==> src/rtl/axi_burst_pkg.sv <==
// Shared FSM state, response and burst-type definitions for the AXI burst slave.
package axi_burst_pkg;

    typedef enum logic [2:0] {
        IDLE,
        WR_DATA,
        WR_ACC,
        WR_RESP,
        RD_ACC,
        RD_DATA
    } state_t;

    localparam logic [1:0] RESP_OKAY   = 2'b00;
    localparam logic [1:0] RESP_SLVERR = 2'b10;

    localparam logic [1:0] BURST_FIXED = 2'd0;
    localparam logic [1:0] BURST_INCR  = 2'd1;
    localparam logic [1:0] BURST_WRAP  = 2'd2;

    // Only full-width FIXED/INCR bursts reach the system bus; WRAP and the reserved code do not.
    function automatic logic burst_is_err(input logic [1:0] burst, input logic [2:0] size,
                                          input logic [2:0] native_size);
        return !((burst == BURST_FIXED) || (burst == BURST_INCR)) || (size != native_size);
    endfunction

endpackage

==> src/rtl/axi_burst_addr.sv <==
// Tracks the current beat address and beat count of the burst in flight.
module axi_burst_addr
    import axi_burst_pkg::*;
#(
    parameter int AXI_DW = 32,
    parameter int AXI_AW = 32,
    parameter int AXI_LW = 4
) (
    input  logic              axi_clk_i,
    input  logic              axi_rst_i,
    input  logic              load,
    input  logic [AXI_AW-1:0] load_addr,
    input  logic [AXI_LW-1:0] load_len,
    input  logic [1:0]        load_burst,
    input  logic              step,
    output logic [AXI_AW-1:0] beat_addr,
    output logic              last_beat
);

    localparam logic [AXI_AW-1:0] BEAT_BYTES = AXI_AW'(AXI_DW / 8);

    logic [AXI_LW-1:0] len_q;
    logic [AXI_LW-1:0] cnt_q;
    logic [1:0]        burst_q;

    always_ff @(posedge axi_clk_i) begin
        if (axi_rst_i) begin
            beat_addr <= '0;
            len_q     <= '0;
            cnt_q     <= '0;
            burst_q   <= BURST_FIXED;
        end else if (load) begin
            beat_addr <= load_addr;
            len_q     <= load_len;
            cnt_q     <= '0;
            burst_q   <= load_burst;
        end else if (step) begin
            cnt_q <= cnt_q + AXI_LW'(1);
            if (burst_q == BURST_INCR) begin
                beat_addr <= beat_addr + BEAT_BYTES;
            end
        end
    end

    assign last_beat = (cnt_q == len_q);

endmodule

==> src/rtl/axi_burst_slave.sv <==
// AXI3/AXI4 burst slave: serves one transaction at a time over an ack-based system bus.
// Optional sys-bus timeout is built when AXI_BURST_SLAVE_TIMEOUT_EN is defined.
module axi_burst_slave
    import axi_burst_pkg::*;
#(
    parameter int AXI_DW  = 32,
    parameter int AXI_AW  = 32,
    parameter int AXI_IW  = 12,
    parameter int AXI_LW  = 4,
    parameter int ARB_RR  = 0,
    parameter int TIMEOUT = 32
) (
    input  logic                axi_clk_i,
    input  logic                axi_rst_i,
    input  logic [AXI_IW-1:0]   axi_awid_i,
    input  logic [AXI_AW-1:0]   axi_awaddr_i,
    input  logic [AXI_LW-1:0]   axi_awlen_i,
    input  logic [2:0]          axi_awsize_i,
    input  logic [1:0]          axi_awburst_i,
    input  logic                axi_awvalid_i,
    output logic                axi_awready_o,
    input  logic [AXI_DW-1:0]   axi_wdata_i,
    input  logic [AXI_DW/8-1:0] axi_wstrb_i,
    input  logic                axi_wlast_i,
    input  logic                axi_wvalid_i,
    output logic                axi_wready_o,
    output logic [AXI_IW-1:0]   axi_bid_o,
    output logic [1:0]          axi_bresp_o,
    output logic                axi_bvalid_o,
    input  logic                axi_bready_i,
    input  logic [AXI_IW-1:0]   axi_arid_i,
    input  logic [AXI_AW-1:0]   axi_araddr_i,
    input  logic [AXI_LW-1:0]   axi_arlen_i,
    input  logic [2:0]          axi_arsize_i,
    input  logic [1:0]          axi_arburst_i,
    input  logic                axi_arvalid_i,
    output logic                axi_arready_o,
    output logic [AXI_IW-1:0]   axi_rid_o,
    output logic [AXI_DW-1:0]   axi_rdata_o,
    output logic [1:0]          axi_rresp_o,
    output logic                axi_rlast_o,
    output logic                axi_rvalid_o,
    input  logic                axi_rready_i,
    output logic [AXI_AW-1:0]   sys_addr_o,
    output logic [AXI_DW-1:0]   sys_wdata_o,
    output logic [AXI_DW/8-1:0] sys_sel_o,
    output logic                sys_wen_o,
    output logic                sys_ren_o,
    input  logic [AXI_DW-1:0]   sys_rdata_i,
    input  logic                sys_err_i,
    input  logic                sys_ack_i
);

    localparam logic [2:0] NATIVE_SIZE = 3'($clog2(AXI_DW / 8));

    state_t              state;
    state_t              state_nxt;
    logic                rr_rd_q;
    logic                rd_pri;
    logic                grant_wr;
    logic                grant_rd;
    logic [AXI_IW-1:0]   id_q;
    logic                err_burst_q;
    logic                werr_q;
    logic                wlast_q;
    logic                acc_prev_q;
    logic [AXI_DW-1:0]   wdata_q;
    logic [AXI_DW/8-1:0] wstrb_q;
    logic [AXI_DW-1:0]   rdata_q;
    logic [1:0]          rresp_q;
    logic                in_acc;
    logic                acc_first;
    logic                acc_done;
    logic                acc_err;
    logic                timeout_hit;
    logic                w_hs;
    logic                addr_step;
    logic                last_beat;
    logic [AXI_AW-1:0]   beat_addr;

    // Round-robin hands a contested cycle to read only after a write was the last grant.
    assign rd_pri    = (ARB_RR != 0) && rr_rd_q;
    assign grant_wr  = (state == IDLE) && axi_awvalid_i && !(axi_arvalid_i && rd_pri);
    assign grant_rd  = (state == IDLE) && axi_arvalid_i && !grant_wr;
    assign in_acc    = (state == WR_ACC) || (state == RD_ACC);
    assign acc_first = in_acc && !acc_prev_q;
    assign w_hs      = (state == WR_DATA) && axi_wvalid_i;
    assign acc_done  = in_acc && (err_burst_q || sys_ack_i || timeout_hit);
    assign acc_err   = err_burst_q || (sys_ack_i ? sys_err_i : timeout_hit);
    assign addr_step = ((state == WR_ACC) && acc_done && !wlast_q) ||
                       ((state == RD_DATA) && axi_rready_i && !last_beat);

`ifdef AXI_BURST_SLAVE_TIMEOUT_EN
    localparam int TW = $clog2(TIMEOUT + 1);
    logic [TW-1:0] to_cnt_q;

    always_ff @(posedge axi_clk_i) begin
        if (axi_rst_i || !in_acc || acc_done) begin
            to_cnt_q <= '0;
        end else begin
            to_cnt_q <= to_cnt_q + TW'(1);
        end
    end

    assign timeout_hit = in_acc && !err_burst_q && (to_cnt_q == TW'(TIMEOUT - 1));
`else
    // No counter: an access waits for sys_ack_i forever (constant-false for any legal TIMEOUT).
    assign timeout_hit = (TIMEOUT < 0);
`endif

    axi_burst_addr #(
        .AXI_DW (AXI_DW),
        .AXI_AW (AXI_AW),
        .AXI_LW (AXI_LW)
    ) u_addr (
        .axi_clk_i  (axi_clk_i),
        .axi_rst_i  (axi_rst_i),
        .load       (grant_wr || grant_rd),
        .load_addr  (grant_wr ? axi_awaddr_i  : axi_araddr_i),
        .load_len   (grant_wr ? axi_awlen_i   : axi_arlen_i),
        .load_burst (grant_wr ? axi_awburst_i : axi_arburst_i),
        .step       (addr_step),
        .beat_addr  (beat_addr),
        .last_beat  (last_beat)
    );

    always_ff @(posedge axi_clk_i) begin
        if (axi_rst_i) begin
            state <= IDLE;
        end else begin
            state <= state_nxt;
        end
    end

    always_comb begin
        state_nxt = state;
        case (state)
            IDLE: begin
                if (grant_wr) begin
                    state_nxt = WR_DATA;
                end else if (grant_rd) begin
                    state_nxt = RD_ACC;
                end
            end
            WR_DATA: if (w_hs) state_nxt = WR_ACC;
            WR_ACC:  if (acc_done) state_nxt = wlast_q ? WR_RESP : WR_DATA;
            WR_RESP: if (axi_bready_i) state_nxt = IDLE;
            RD_ACC:  if (acc_done) state_nxt = RD_DATA;
            RD_DATA: if (axi_rready_i) state_nxt = last_beat ? IDLE : RD_ACC;
            default: state_nxt = IDLE;
        endcase
    end

    always_comb begin
        axi_awready_o = grant_wr;
        axi_arready_o = grant_rd;
        axi_wready_o  = (state == WR_DATA);
        axi_bvalid_o  = (state == WR_RESP);
        axi_bresp_o   = ((state == WR_RESP) && werr_q) ? RESP_SLVERR : RESP_OKAY;
        axi_bid_o     = id_q;
        axi_rvalid_o  = (state == RD_DATA);
        axi_rlast_o   = (state == RD_DATA) && last_beat;
        axi_rresp_o   = rresp_q;
        axi_rdata_o   = rdata_q;
        axi_rid_o     = id_q;
        sys_wen_o     = (state == WR_ACC) && acc_first && !err_burst_q;
        sys_ren_o     = (state == RD_ACC) && acc_first && !err_burst_q;
        sys_addr_o    = beat_addr;
        sys_wdata_o   = wdata_q;
        sys_sel_o     = wstrb_q;
    end

    always_ff @(posedge axi_clk_i) begin
        if (axi_rst_i) begin
            rr_rd_q     <= 1'b0;
            err_burst_q <= 1'b0;
            werr_q      <= 1'b0;
            wlast_q     <= 1'b0;
            acc_prev_q  <= 1'b0;
            rdata_q     <= '0;
            rresp_q     <= RESP_OKAY;
        end else begin
            acc_prev_q <= in_acc;
            if (grant_wr || grant_rd) begin
                rr_rd_q     <= grant_wr;
                err_burst_q <= grant_wr ? burst_is_err(axi_awburst_i, axi_awsize_i, NATIVE_SIZE)
                                        : burst_is_err(axi_arburst_i, axi_arsize_i, NATIVE_SIZE);
                werr_q      <= 1'b0;
            end
            if (w_hs) begin
                wlast_q <= axi_wlast_i || last_beat;
            end
            if ((state == WR_ACC) && acc_done && acc_err) begin
                werr_q <= 1'b1;
            end
            if ((state == RD_ACC) && acc_done) begin
                rdata_q <= (sys_ack_i && !err_burst_q) ? sys_rdata_i : '0;
                rresp_q <= acc_err ? RESP_SLVERR : RESP_OKAY;
            end
        end
    end

    always_ff @(posedge axi_clk_i) begin
        if (grant_wr || grant_rd) begin
            id_q <= grant_wr ? axi_awid_i : axi_arid_i;
        end
        if (w_hs) begin
            wdata_q <= axi_wdata_i;
            wstrb_q <= axi_wstrb_i;
        end
    end

endmodule

==> config.mk <==
export PLATFORM = sky130hd
export DESIGN_NAME = axi_burst_slave
export DESIGN_NICKNAME = d
export VERILOG_FILES = /design/src/rtl/axi_burst_pkg.sv /design/src/rtl/axi_burst_addr.sv /design/src/rtl/axi_burst_slave.sv
export SDC_FILE = /design/constraint.sdc
export NUM_CORES = 1
export LEC_CHECK = 0
export CORE_MARGIN = 2
export CORE_UTILIZATION = 40
export DETAILED_ROUTE_END_ITERATION = 6
export PLACE_DENSITY = 0.82
export SYNTH_ARGS = -nofsm -noshare
export SYNTH_HDL_FRONTEND = slang
export SYNTH_SLANG_ARGS = --single-unit
==> constraint.sdc <==
create_clock -name axi_clk_i -period 6.75 [get_ports axi_clk_i]
set_input_delay 1.0125 -clock axi_clk_i [delete_from_list [all_inputs] [get_ports axi_clk_i]]
set_output_delay 1.0125 -clock axi_clk_i [all_outputs]
set_load 0.03 [all_outputs]
After elaboration in Yosys (flattened, before gate mapping). Cells that the tools add are included.

Equal/unequal tests: 17. Mux-type cells: 24. Reduce and logical (&&, ||, !) cells: 45. Add/subtract/negate cells: 2.

Operators by type and width (count): $mux 32 (5); $add 32x3->32 const B (1); $mux 3 (8); $logic_and 1x1->1 (19); $pmux 3 s6 (1); $mux 12 (1); $logic_or 1x1->1 (10); $mux 2 (4); $logic_not 1->1 (7); $eq 2x1->1 const B (3); $eq 3x2->1 const B (2); $eq 3x3->1 const B (2); $ne 2x1->1 const B (3); $ne 3x2->1 const B (2); $reduce_and 6->1 (1); $reduce_bool 2->1 (3); $add 4x1->4 const B (1); $eq 4x4->1 (1); $logic_not 2->1 (2); $mux 1 (4); $mux 4 (1); $ne 2x2->1 const B (2); $eq 3x1->1 const B (1); $logic_not 3->1 (1); other kinds (3) (3).

Word-level logic and storage cells: 102. Input port bits: 184. Flip-flop bits (word level): 131.

Logic depth before layout (Yosys ltp).
Depth in word-level cells: 8. Gate-level depth with buffers: 9.

Modules after synthesis. A second synthesis with hierarchy kept.

Cell total of the unflattened synthesis: 569. Area total of the unflattened synthesis: 6195.9 um^2.

Modules (own cells, without submodules): axi_burst_slave (area each 3981.3 um^2, cells an instance 308, sequential area each 2242.2 um^2, times used 1); axi_burst_addr (area each 2214.6 um^2, cells an instance 261, sequential area each 840.8 um^2, times used 1).

Least setup slack after synthesis. No wires, ideal clock.

Path kind: input -> register. From: input port axi_wvalid_i. To: register wlast_q. Buffers on the path: 0. Setup time: 326 ps. Arrival time: 4934 ps. Stages: 3. Setup slack: 1490 ps. Cells stage by stage: inv_1 -> nor4_1 -> a311oi_1.

Cells in the longest elaborated chain, start to end: 1.

RTL lines: start: declaration (line axi_burst_slave.sv:25) `input logic axi_wvalid_i,`; $logic_and 1x1->1 (line axi_burst_slave.sv:87) `assign w_hs = (state == WR_DATA) && axi_wvalid_i;`; via w_hs (line axi_burst_slave.sv:76) `logic w_hs;`; end signal: assignment (line axi_burst_slave.sv:191) `wlast_q <= axi_wlast_i || last_beat;`; end: declaration (line axi_burst_slave.sv:65) `logic wlast_q;`.

The timed path passes the listed nets, and every way through them passes these cells. A chain may end at the register's enable or synchronous reset.

Worst setup path in the final report.
From: input port axi_awvalid_i. To: output port axi_awready_o.

Cells in the longest elaborated chain, start to end: 1.

RTL lines: start: declaration (line axi_burst_slave.sv:20) `input logic axi_awvalid_i,`; $logic_and 1x1->1 (line axi_burst_slave.sv:83) `assign grant_wr = (state == IDLE) && axi_awvalid_i && !(axi_arvalid_i && rd_pri);`; end: declaration (line axi_burst_slave.sv:21) `output logic axi_awready_o,`.

No other way between the ends.

==> results.sh <==
export IMPL_synthAdderAreaFrac=0.00418
export IMPL_io_pins=320
export IMPL_n_antenna_cell=0
export IMPL_synth_edff_count=48
export IMPL_ir_drop_mv=0.228
export IMPL_ff2ff_setup_slack_ps=3760
export IMPL_dieHeight_um=126
export IMPL_overflow=0
export IMPL_cp_num_buf_inv=4
export IMPL_critPathTopFamily="buffers and inverters"
export IMPL_endpoint_kind="output port"
export IMPL_dpl_hpwl_um=14500
export IMPL_avgViaCountPerCell=5.37
export IMPL_fin_cells=1113
export IMPL_synth_seq_cells=130
export IMPL_hold_viol=0
export IMPL_layout_drive_gt1_share=0.0710
export IMPL_fill_cells=1144
export IMPL_cts_path_max_buffers=2
export IMPL_cp_arrival_ps=3060
export IMPL_synth_xor_xnor_area_share=0.0219
export IMPL_area_growth_syn_to_layout_pct=65.3
export IMPL_port_buffers=317
export IMPL_cpMostUsedCell="clkdlybuf4s50_1"
export IMPL_hold_path_class="reg2reg"
export IMPL_wirelength_um=20300
export IMPL_fin_area_um2=9900
export IMPL_vias=5979
export IMPL_fin_worst_skew_ps=9.37
export IMPL_synth_warning_count=0
export IMPL_cts_sinks=130
export IMPL_p_leak_nw=3.59
export IMPL_first_pass_iters=5
export IMPL_max_slew_margin=0.190
export IMPL_start_util=0.411
export IMPL_path_max_fanout=46
export IMPL_synth_simple_gate_area_frac=0.193
export IMPL_setup_ws_ps=2680
export IMPL_crit_required_ps=5740
export IMPL_numCtsBuffers=17
export IMPL_synth_distinct_cells=58
export IMPL_max_cap_viol_count=0
export IMPL_yosysSeqAreaShare=0.515
export IMPL_ctsHtreeMaxLevel=4
export IMPL_async_reset_ff_frac=0
export IMPL_postCtsResizedCells=0
export IMPL_finalCritPeriodShare=0.603
export IMPL_grt_first_pass_wirelength_um=31300
export IMPL_synth_compound_area_frac=0.174
export IMPL_synthMuxAreaShare=0.0363
export IMPL_holdBufCountCts=0
export IMPL_postSynthCellCount=628
export IMPL_tritoncts="done"
export IMPL_slowest_delay_ps=670
export IMPL_finish_utilization=0.678
export IMPL_setup_viol=0
export IMPL_nets=1102
export IMPL_status="finished, final reports clean"
export IMPL_synth_avg_cell_area_um2=9.54
export IMPL_drcViolationCount=0
export IMPL_path_cells="clkdlybuf4s50_1 > nand2_2 > buf_4 > inv_1 > clkdlybuf4s50_1"
export IMPL_max_freq_ghz=0.246
export IMPL_placed_cells=1081
export IMPL_grt_max_degree=60
export IMPL_placed_area_um2=9190
export IMPL_cts_setup_buffers=0
export IMPL_first_global_vias=5771
export IMPL_syn_cell_area_um2=5990
export IMPL_die_x_um=126
export IMPL_power_density_nw_per_um2=333
export IMPL_dieArea_um2=16000
export IMPL_gp_congestion=0.888
export IMPL_start_kind="primary input"
export IMPL_crit_path_top_delay_cell="clkdlybuf4s50_1"
export IMPL_rows=44
export IMPL_antenna_found_initial=0
export IMPL_drt_initial_drc_count=474
export IMPL_clock_latency_ps=430
export IMPL_tns_ps=0
export IMPL_rsz0062_at_grt="false"
export IMPL_dominantRegCellSynth="dfxtp_1"
export IMPL_fin_crit_ps=4070
export IMPL_synth_top_family_by_area="simple AND/OR/NAND/NOR gates"
export IMPL_worst_pin_slew_ps=1210
export IMPL_avgRoutedWirePerCell_um=18.2
export IMPL_root_buffer="clkbuf_16"
export IMPL_cts_clk_slew_worst_paths_ps=60
export IMPL_core_area_um2=14600
export IMPL_ant_nets=0
export IMPL_criticalPathCategory="in2out"
export IMPL_gr_usage_all_layers=0.250
export IMPL_dp_slack_ps=2670
export IMPL_slew_violations=0
tightest hold or removal path, cell delays in order (launching register included):
cell	delay, ps
dfxtp_1	320
a21oi_1	60
nor2_1	70
cells by family after synthesis:
group | count (synthesis)
muxes | 20
adders and majority gates | 2
and+or+nand+nor | 246
xor gates and xnor gates | 15
DFF | 130
other | 1
AOI/OAI and AO/OA | 146
buffers and inverters | 68
state kept, by name (all words and copies together) (netlist names):
signal and flops:
axi_rdata_o 32, sys_wdata_o 32, u_addr.beat_addr 32, axi_bid_o 12, sys_sel_o 4, u_addr.cnt_q 4
u_addr.len_q 4, state 3, u_addr.burst_q 2, acc_prev_q 1, axi_rresp_o 1, err_burst_q 1
werr_q 1, wlast_q 1
power by group:
part / switching [W] / internal, W / total (W)
Sequential: 0.000127 / 0.000956 / 0.00108
Combinational: 0.000621 / 0.000471 / 0.00109
Clock: 0.000351 / 0.000767 / 0.00112
Total: 0.00110 / 0.00219 / 0.00329
worst paths after layout:
kind	startpoint	end	cells after the start
worst min register to register	werr_q	werr_q	2
worst max-delay path	axi_awvalid_i	axi_awready_o	5
worst min-delay path	werr_q	werr_q	2
worst max register to register	state[1]	u_addr.beat_addr[23]	5
cell usage in the layout, fill, tap and decap left out, drive strengths merged, types with 5 or more instances in the layout:
cell	instances
a21oi	16
a22oi	32
a311oi	7
a31oi	15
and3	9
buf	9
bufinv	8
clkbuf	18
clkdlybuf4s50	316
dfxtp	82
edfxtp	48
inv	12
mux2	14
mux2i	6
nand2	90
nand3	18
nand4	6
nor2	66
nor2b	5
nor3	8
nor4	12
o211ai	9
o21ai	29
o311a	7
o31a	10
or3	8
or4	7
xnor2	5
xor2	10
per-stage QoR:
stage | total power, W | hold WS (ps)
2_1_floorplan | 0.00174 | 446
3_3_place_gp | 0.00217 | 477
3_5_place_dp | 0.00218 | 476
4_1_cts | 0.00331 | 490
5_1_grt | 0.00343 | 506
6_report | 0.00329 | 483
Yosys cell counts, types with 3 or more instances:
library cell,count,area share
buf_2,8,0.0067
clkbuf_1,31,0.019
dfxtp_1,82,0.27
and3_1,9,0.0094
buf_4,15,0.019
nand2_1,90,0.056
mux2i_1,6,0.010
nor3_1,7,0.0058
or3_1,8,0.0084
nor3b_1,3,0.0038
o31a_1,10,0.015
edfxtp_1,48,0.24
a31oi_1,15,0.016
a21oi_1,16,0.013
a311oi_1,7,0.010
inv_1,11,0.0069
nand4_1,6,0.0063
nand3_1,18,0.015
a211oi_1,4,0.0050
nor2_1,66,0.041
nor2b_1,5,0.0052
or4_1,7,0.0088
xnor2_1,5,0.0073
o2111ai_1,3,0.0044
o21ai_0,26,0.022
o211ai_1,8,0.010
and2_1,4,0.0042
a22oi_1,32,0.040
xor2_1,10,0.015
o311a_1,7,0.012
mux2_2,14,0.026
nor4_1,12,0.013
per-layer routing:
layer | routed length, um | vias up | track usage
met5 | 0 | - | 0
met1 | 8350 | 2801 | 0.313
met2 | 9650 | 250 | 0.397
met3 | 1410 | 55 | 0.0709
li1 | - | 2873 | -
met4 | 848 | 0 | 0.122
layout make-up:
| type | count | area, um^2 | share of cell area |
|---|---|---|---|
| clock buffers | 18 | 429 | 0.0434 |
| flip-flops and latches | 130 | 3080 | 0.311 |
| clock inverters | 14 | 282 | 0.0284 |
| multi-input cells | 431 | 2610 | 0.263 |
| inverters | 11 | 41.3 | 0.00417 |
| well taps | 184 | 230 | 0.0233 |
| repair buffers | 325 | 3230 | 0.326 |
Note: power is estimated with default switching activity, not from simulation.
